--- config.mk ---
export PLATFORM = sky130hd
export DESIGN_NAME = core_regstate
export DESIGN_NICKNAME = d
export VERILOG_FILES = /design/src/rtl/core_pkg.sv /design/src/rtl/regstate_scoreboard.sv /design/src/rtl/core_regstate.sv
export SDC_FILE = /design/constraint.sdc
export NUM_CORES = 2
export LEC_CHECK = 0
export ABC_AREA = 1
export BUFFER_PORTS_ARGS = -buffer_cell sky130_fd_sc_hd__buf_2
export CAP_MARGIN = 20
export CORE_ASPECT_RATIO = 1.5
export CORE_MARGIN = 2
export CORE_UTILIZATION = 63
export CTS_CLUSTER_DIAMETER = 80
export DETAILED_ROUTE_END_ITERATION = 10
export PLACE_DENSITY = 0.9
export REMOVE_ABC_BUFFERS = 1
export SETUP_SLACK_MARGIN = 0.4
export SLEW_MARGIN = 20
export SYNTH_ARGS = -nofsm -noshare
export SYNTH_HDL_FRONTEND = slang
export SYNTH_SLANG_ARGS = --single-unit
--- constraint.sdc ---
create_clock -name clk -period 2.6 [get_ports clk]
set_input_delay 0.52 -clock clk [delete_from_list [all_inputs] [get_ports clk]]
set_output_delay 0.52 -clock clk [all_outputs]
set_load 0.05 [all_outputs]
--- src/rtl/core_pkg.sv ---
// Shared core definitions: default widths, register-file select encoding and
// the default register-address type.
package core_pkg;

  localparam int XLEN_DEFAULT = 32;
  localparam int NREG_DEFAULT = 32;

  typedef enum logic {
    RF_INT = 1'b0,
    RF_FLT = 1'b1
  } rf_sel_e;

  typedef logic [$clog2(NREG_DEFAULT)-1:0] reg_addr_t;

endpackage

--- src/rtl/regstate_scoreboard.sv ---
// Per-register busy bits for long-latency destinations, with the rbusy and
// resv_ok lookups. Float busy bits exist only when REGSTATE_FPR_EN is defined.
module regstate_scoreboard
  import core_pkg::*;
#(
  parameter  int NREG = NREG_DEFAULT,
  parameter  int NRD  = 2,
  localparam int AW   = $clog2(NREG)
) (
  input  logic            clk,
  input  logic            rstn,
  input  logic [NRD-1:0]    rfmode,
  input  logic [NRD*AW-1:0] rreg,
  input  logic [NRD-1:0]    rhit,
  output logic [NRD-1:0]    rbusy,
  input  logic            wenable,
  input  logic            wfmode,
  input  logic [AW-1:0]   wreg,
  input  logic            resv_enable,
  input  logic            resv_fmode,
  input  logic [AW-1:0]   resv_reg,
  output logic            resv_ok
);

  logic [NREG-1:0] busy_int;
  logic [NREG-1:0] busy_int_nxt;
  logic [NREG-1:0] busy_flt;
  logic            w_in_range;
  logic            r_in_range;
  logic            resv_file_ok;

  // Integer x0 and out-of-range addresses never report busy.
  function automatic logic busy_at(input logic [NREG-1:0] bi,
                                   input logic [NREG-1:0] bf,
                                   input logic            f,
                                   input logic [AW-1:0]   a);
    logic b;
    b = 1'b0;
    if (int'(a) < NREG) begin
      if (f == RF_INT) b = (a != '0) && bi[a];
      else             b = bf[a];
    end
    return b;
  endfunction

  assign w_in_range = (int'(wreg) < NREG);
  assign r_in_range = (int'(resv_reg) < NREG);

  for (genvar i = 0; i < NRD; i++) begin : g_busy
    assign rbusy[i] = busy_at(busy_int, busy_flt, rfmode[i], rreg[i*AW +: AW]) && !rhit[i];
  end

`ifdef REGSTATE_FPR_EN
  assign resv_file_ok = 1'b1;
`else
  assign resv_file_ok = (resv_fmode == RF_INT);
`endif

  // Uses pre-edge busy, so a same-cycle write to the target does not help.
  assign resv_ok = resv_enable && resv_file_ok &&
                   !busy_at(busy_int, busy_flt, resv_fmode, resv_reg);

  // Clear on writeback first, then set on reservation: reserve wins a tie.
  always_comb begin
    busy_int_nxt = busy_int;
    if (wenable && w_in_range && wfmode == RF_INT) busy_int_nxt[wreg] = 1'b0;
    if (resv_ok && r_in_range && resv_fmode == RF_INT) busy_int_nxt[resv_reg] = 1'b1;
    busy_int_nxt[0] = 1'b0;
  end

  always_ff @(posedge clk or negedge rstn) begin
    if (!rstn) busy_int <= '0;
    else       busy_int <= busy_int_nxt;
  end

`ifdef REGSTATE_FPR_EN
  logic [NREG-1:0] busy_flt_nxt;

  always_comb begin
    busy_flt_nxt = busy_flt;
    if (wenable && w_in_range && wfmode == RF_FLT) busy_flt_nxt[wreg] = 1'b0;
    if (resv_ok && r_in_range && resv_fmode == RF_FLT) busy_flt_nxt[resv_reg] = 1'b1;
  end

  always_ff @(posedge clk or negedge rstn) begin
    if (!rstn) busy_flt <= '0;
    else       busy_flt <= busy_flt_nxt;
  end
`else
  assign busy_flt = '0;
`endif

endmodule

--- src/rtl/core_regstate.sv ---
// Architectural state: PC, integer and float register files, write-to-read
// bypass and busy scoreboard. Float file present only when REGSTATE_FPR_EN is defined.
module core_regstate
  import core_pkg::*;
#(
  parameter  int              XLEN     = XLEN_DEFAULT,
  parameter  int              NREG     = NREG_DEFAULT,
  parameter  int              NRD      = 2,
  parameter  logic [XLEN-1:0] PC_RESET = '0,
  localparam int              AW       = $clog2(NREG)
) (
  input  logic              clk,
  input  logic              rstn,
  input  logic              pcenable,
  input  logic [XLEN-1:0]   next_pc,
  output logic [XLEN-1:0]   pc,
  input  logic [NRD-1:0]    rfmode,
  input  logic [NRD*AW-1:0] rreg,
  output logic [NRD*XLEN-1:0] reg_out,
  output logic [NRD-1:0]    rbusy,
  input  logic              wenable,
  input  logic              wfmode,
  input  logic [AW-1:0]     wreg,
  input  logic [XLEN-1:0]   wdata,
  input  logic              resv_enable,
  input  logic              resv_fmode,
  input  logic [AW-1:0]     resv_reg,
  output logic              resv_ok
);

  logic [NREG-1:0][XLEN-1:0] gpr;
  logic                      w_in_range;
  logic                      wr_int;
  logic                      wr_flt;
  logic [NRD-1:0]            rhit;

  always_ff @(posedge clk or negedge rstn) begin
    if (!rstn)         pc <= PC_RESET;
    else if (pcenable) pc <= next_pc;
  end

  assign w_in_range = (int'(wreg) < NREG);
  assign wr_int     = wenable && w_in_range && (wfmode == RF_INT) && (wreg != '0);

  always_ff @(posedge clk or negedge rstn) begin
    if (!rstn)       gpr <= '0;
    else if (wr_int) gpr[wreg] <= wdata;
  end

`ifdef REGSTATE_FPR_EN
  logic [NREG-1:0][XLEN-1:0] fpr;

  assign wr_flt = wenable && w_in_range && (wfmode == RF_FLT);

  always_ff @(posedge clk or negedge rstn) begin
    if (!rstn)       fpr <= '0;
    else if (wr_flt) fpr[wreg] <= wdata;
  end
`else
  assign wr_flt = 1'b0;
`endif

  for (genvar i = 0; i < NRD; i++) begin : g_rd
    logic [AW-1:0]   a;
    logic            in_range;
    logic [XLEN-1:0] stored;

    assign a        = rreg[i*AW +: AW];
    assign in_range = (int'(a) < NREG);
    // wr_int/wr_flt already exclude x0, out-of-range and absent-file writes.
    assign rhit[i]  = ((rfmode[i] == RF_INT) ? wr_int : wr_flt) && (wreg == a);

    always_comb begin
      stored = '0;
      if (in_range && rfmode[i] == RF_INT && a != '0) stored = gpr[a];
`ifdef REGSTATE_FPR_EN
      if (in_range && rfmode[i] == RF_FLT) stored = fpr[a];
`endif
    end

    assign reg_out[i*XLEN +: XLEN] = rhit[i] ? wdata : stored;
  end

  regstate_scoreboard #(
    .NREG (NREG),
    .NRD  (NRD)
  ) u_scoreboard (
    .clk         (clk),
    .rstn        (rstn),
    .rfmode      (rfmode),
    .rreg        (rreg),
    .rhit        (rhit),
    .rbusy       (rbusy),
    .wenable     (wenable),
    .wfmode      (wfmode),
    .wreg        (wreg),
    .resv_enable (resv_enable),
    .resv_fmode  (resv_fmode),
    .resv_reg    (resv_reg),
    .resv_ok     (resv_ok)
  );

endmodule
==> results.json, run 1 <==
{
  "grt.total_usage": 0.7970,
  "start_util": 0.6348,
  "fp.dieW_um": 257.3,
  "ys_seq_elements": 1087,
  "yosys-top-cells-area": "dfrtp_1, nand2_1, o21ai_0",
  "yosys-top-cells-count": "nand2_1, o21ai_0, dfrtp_1",
  "syn_inst": 8623,
  "synth_most_common_cell": "nand2_1",
  "synth_edf_count": 0,
  "synth.distinct_cells": 27,
  "grt_worst_setup_endpoint": "reg_out[52]",
  "clockBufferDepth": 3,
  "yosysSeqAreaShare": 0.4488,
  "cts_max_level": 3,
  "cts_made_buffers": 104,
  "yosysTopAreaCell": "dfrtp_1",
  "dpl.hpwl_mm": 139.1,
  "fp.dieH_um": 383.9,
  "status": "did not finish",
  "ys.flop_type": "dfrtp_1",
  "cts-root-buf": "clkbuf_16",
  "yosysWarnings": 0,
  "synth_area_per_cell_um2": 7.029,
  "gp_congestion": 0.9961,
  "num_io_pins": 192,
  "synth_top_area_share": 0.4488,
  "firstError": "[ERROR GRT-0232] Routing congestion too high. Check the congestion heatmap in the GUI.",
  "clock-sinks": 1087,
  "stop_stage": "global routing (5_1_grt)",
  "portBuffers": 191,
  "synth_area_mm2": 0.06061,
  "grt_start_max_net_pins": 106,
  "worstEpCategory": "output port",
  "grt_overflow": 127,
  "post-place-ws_ps": -214.0,
  "rows": 139,
  "synth-async-reset-ratio": 1.000
}
==> per-stage QoR <==
step	TNS (ps)	instances	instance area [um^2]	hold WS [ps]	utilization
after global placement	-6291	9773	66000	365.0	0.6913
after CTS	-163.7	10087	73820	2.970	0.7732
after detailed placement	-8680	9773	66000	365.6	0.6913
after floorplan	-173270	7820	57330	224.4	-
==> timing repair <==
item,4_1_cts
setup buffers,77
hold buffers,11
endpoints found under the setup margin,67
pin swaps,261
gates cloned,38
hold endpoints to repair,27
gates resized for setup,708
==> kinds of logic after synthesis <==
kind of cell	share of synthesized area
mux	0.005945
xor+xnor	0.0007224
buf+inv	0.08523
compound gates	0.1853
simple gates	0.2741
flops	0.4488
==> routing by layer <==
metal | overflow | GRT usage
met5 | 1 | 0.5599
met4 | 51 | 0.7699
met3 | 19 | 0.7452
met2 | 48 | 0.9086
met1 | 8 | 0.7655
==> inputs of run 2 (changes only) <==
--- a/config.mk
+++ b/config.mk
@@ -8,14 +8,11 @@
 export ABC_AREA = 1
 export BUFFER_PORTS_ARGS = -buffer_cell sky130_fd_sc_hd__buf_2
 export CAP_MARGIN = 20
-export CORE_ASPECT_RATIO = 1.5
 export CORE_MARGIN = 2
-export CORE_UTILIZATION = 63
-export CTS_CLUSTER_DIAMETER = 80
+export CORE_UTILIZATION = 40
 export DETAILED_ROUTE_END_ITERATION = 10
-export PLACE_DENSITY = 0.9
+export PLACE_DENSITY_LB_ADDON = 0.15
 export REMOVE_ABC_BUFFERS = 1
-export SETUP_SLACK_MARGIN = 0.4
 export SLEW_MARGIN = 20
 export SYNTH_ARGS = -nofsm -noshare
 export SYNTH_HDL_FRONTEND = slang
==> results.json, run 2 <==
{
  "viasPerCell": 5.702,
  "swShare": 0.3146,
  "synth-async-reset-ratio": 1.000,
  "report.final.slew_viol_count": 0,
  "cts_tree": "built",
  "rows": 142,
  "cap_violations": 0,
  "clockBufferDepth": 3,
  "largest_reg_flops": 1024,
  "dr_wl_met2_mm": 115.6,
  "wl_mm": 263.1,
  "yosys.area_share.adder": 0,
  "hp-class": "input port to asynchronous set/reset pin",
  "drtPass1Iterations": 6,
  "power_mw": 50.23,
  "p_seq_frac": 0.411,
  "wl_met1_mm": 110.1,
  "synth_most_common_cell": "nand2_1",
  "finalCriticalPeriod_ps": 2728,
  "layout-drive-gt1-share": 0.2106,
  "num_io_pins": 192,
  "yosys-top-cells-count": "nand2_1, o21ai_0, dfrtp_1",
  "top_layer": "met5",
  "place_area_mm2": 0.06800,
  "path_clk_slew_ps": 60,
  "leakagePower_nw": 36.73,
  "synth.distinct_cells": 27,
  "instances_no_fill": 11087,
  "ys.flop_type": "dfrtp_1",
  "tightest_slew_ps": 856.7,
  "yosysSeqAreaShare": 0.4488,
  "start_util": 0.4037,
  "grt_pass1_vias": 58006,
  "gp_congestion": 0.8916,
  "setup_viol": 48,
  "path_max_fanout": 7,
  "final_common_cell": "nand2_1",
  "yosysTopAreaCell": "dfrtp_1",
  "drc_errors": 0,
  "portBuffers": 191,
  "path_common_cell": "buf_16",
  "combPwrFrac": 0.213,
  "fp.dieH_um": 393.3,
  "violations": "negative setup slack",
  "synth_compound_area_frac": 0.1853,
  "dpl.hpwl_mm": 155.6,
  "final.period_utilization": 1.049,
  "status": "finished with violations",
  "clock-sinks": 1087,
  "syn_inst": 8623,
  "switchingPower_mw": 15.80,
  "nets": 9062,
  "cts_max_level": 4,
  "cpPeakStageDelay_ps": 180,
  "rsz0062_at_grt": "yes",
  "areaGrowthSynthToFinish_pct": 31.12,
  "fp.dieW_um": 393.3,
  "worst_setup_path_end_kind": "output port",
  "fin_area_mm2": 0.07948,
  "wl_met3_mm": 24.62,
  "r2r-end": "u_scoreboard.busy_int[10]$_DFF_PN0_",
  "dpl.cell_count": 10616,
  "grt_start_max_net_pins": 87,
  "antennaDiodeCount": 0,
  "drt_iter0_markers": 6376,
  "synth_top_family_by_area": "simple AND/OR/NAND/NOR gates",
  "synth_top_area_share": 0.4488,
  "synth_xor_area_frac": 0.0007225,
  "reg2reg_from": "u_scoreboard.busy_int[25]$_DFF_PN0_",
  "hold_slack_ps": 286.0,
  "slew_headroom": 0.4283,
  "synth_edf_count": 0,
  "finalHoldViolCount": 0,
  "antenna_found_initial": 6,
  "core_mm2": 0.1501,
  "synth_area_per_cell_um2": 7.029,
  "p_per_area_mw_per_mm2": 632.0,
  "crit_required_ps": 2080,
  "grt_overflow": 0,
  "synthMuxAreaShare": 0.005945,
  "detail-route-antenna-nets": 0,
  "start_kind": "input port",
  "r2r_cells": 11,
  "ir_drop_v": 0.0005680,
  "grt.total_usage": 0.3228,
  "top_register": "gpr",
  "num_vias": 63223,
  "post-place-ws_ps": -599.0,
  "p_int_mw": 34.43,
  "yosysWarnings": 0,
  "fmaxAchievable_ghz": 0.3666,
  "worstSetupPathType": "input port to output port",
  "p_clk_frac": 0.376,
  "grt_pass1_wl_mm": 375.1,
  "synthSimpleGateAreaFrac": 0.2741,
  "yosys-top-cells-area": "dfrtp_1, nand2_1, o21ai_0",
  "reg_top3": "gpr: 1024 flops, pc: 32 flops, u_scoreboard.busy_int: 31 flops",
  "synth_area_mm2": 0.06061,
  "crit_chain": "buf_16 > buf_16 > buf_16 > buf_12 > buf_16 > nor2_1 > nor2_1 > nand2_1 > nand3_2 > nand3_2 > nand2_2 > nand3_2 > nand2_2 > buf_8",
  "die_area_mm2": 0.1547,
  "skew_ps": 6.539,
  "ys_seq_elements": 1087,
  "fin_ws_ps": -127.9,
  "cts_made_buffers": 133,
  "reg2reg_setup_slack_ps": 880,
  "wl_per_cell_um": 23.73,
  "final_cell_mix": "nand2_1, o21ai_0, dfrtp_1",
  "crit_arrival_ps": 2210,
  "critPathSlowestCell": "buf_16",
  "fillers": 14303,
  "cts-root-buf": "clkbuf_16",
  "clock_latency_ps": 780
}
-- run 2: cell counts after synthesis --
Identical to the previous run, type by type.
-- run 2: metal layers --
layer,vias up,GRT usage
li1,28979,-
met1,30398,0.4442
met2,3182,0.4969
met3,658,0.05895
met4,6,0.1390
met5,-,0
-- run 2: layout make-up --
cell class	instances	area, um^2	area share
Multi-Input combinational cell	6232	31050	0.3906
Inverter	501	1989	0.02503
Timing Repair inverter	1	11.26	0.0001417
Sequential cell	1087	27200	0.3422
Clock buffer	196	3891	0.04896
Clock inverter	41	473.0	0.005951
Timing Repair Buffer	1013	12350	0.1553
Tap cell	2016	2522	0.03174
-- run 2: power groups by stage --
| stage | sequential [mW] | clock [mW] | combinational (mW) |
|---|---|---|---|
| 2_1_floorplan | 20.6 | 0 | 4.87 |
| 3_3_place_gp | 20.8 | 0 | 8.71 |
| 3_5_place_dp | 20.8 | 0 | 8.88 |
| 4_1_cts | 20.5 | 19.1 | 9.64 |
| 5_1_grt | 20.9 | 19.9 | 11.8 |
| 6_report | 20.6 | 18.9 | 10.7 |
-- run 2: what timing repair did --
item | in CTS | in global routing
pin swaps | 194 | 391
hold endpoints to repair | 41 | 0
hold buffers | 33 | 0
setup endpoints to repair | 67 | 67
gates cloned | 16 | 47
gates resized for setup | 579 | 721
setup buffers | 58 | 105
-- run 2: critical path: cells and delay by family --
| kind | cells | cell delay [ps] |
|---|---|---|
| AND/OR/NAND/NOR | 8 | 700 |
| buffers and inverters | 6 | 950 |
-- run 2: worst max path at each step --
stage	from	end	cells past startpoint
6_report	rreg[5]	reg_out[47]	14
5_1_grt	rreg[5]	reg_out[47]	14
4_1_cts	gpr[81]$_DFFE_PN0P_	reg_out[17]	10
3_5_place_dp	rreg[0]	reg_out[1]	10
3_3_place_gp	rreg[0]	reg_out[1]	10
2_1_floorplan	rreg[1]	rbusy[0]	9
-- run 2: metrics by stage --
step | util | TNS, ps
5_1_grt | 0.5294 | -5998
2_1_floorplan | - | -173270
6_report | 0.5294 | -2135
3_3_place_gp | 0.4529 | -15260
3_5_place_dp | 0.4529 | -16160
4_1_cts | 0.5034 | -2455
-- run 2: kinds of logic (layout without fill, tap and decap cells) --
logic type      after synthesis  after routing
flops                      1087           1087
mux                          32             32
simple gates               4100           4100
xor+xnor                      5              5
compound gates             2095           2095
buf+inv                    1304           1752
Power figures use the tool's default switching activity.
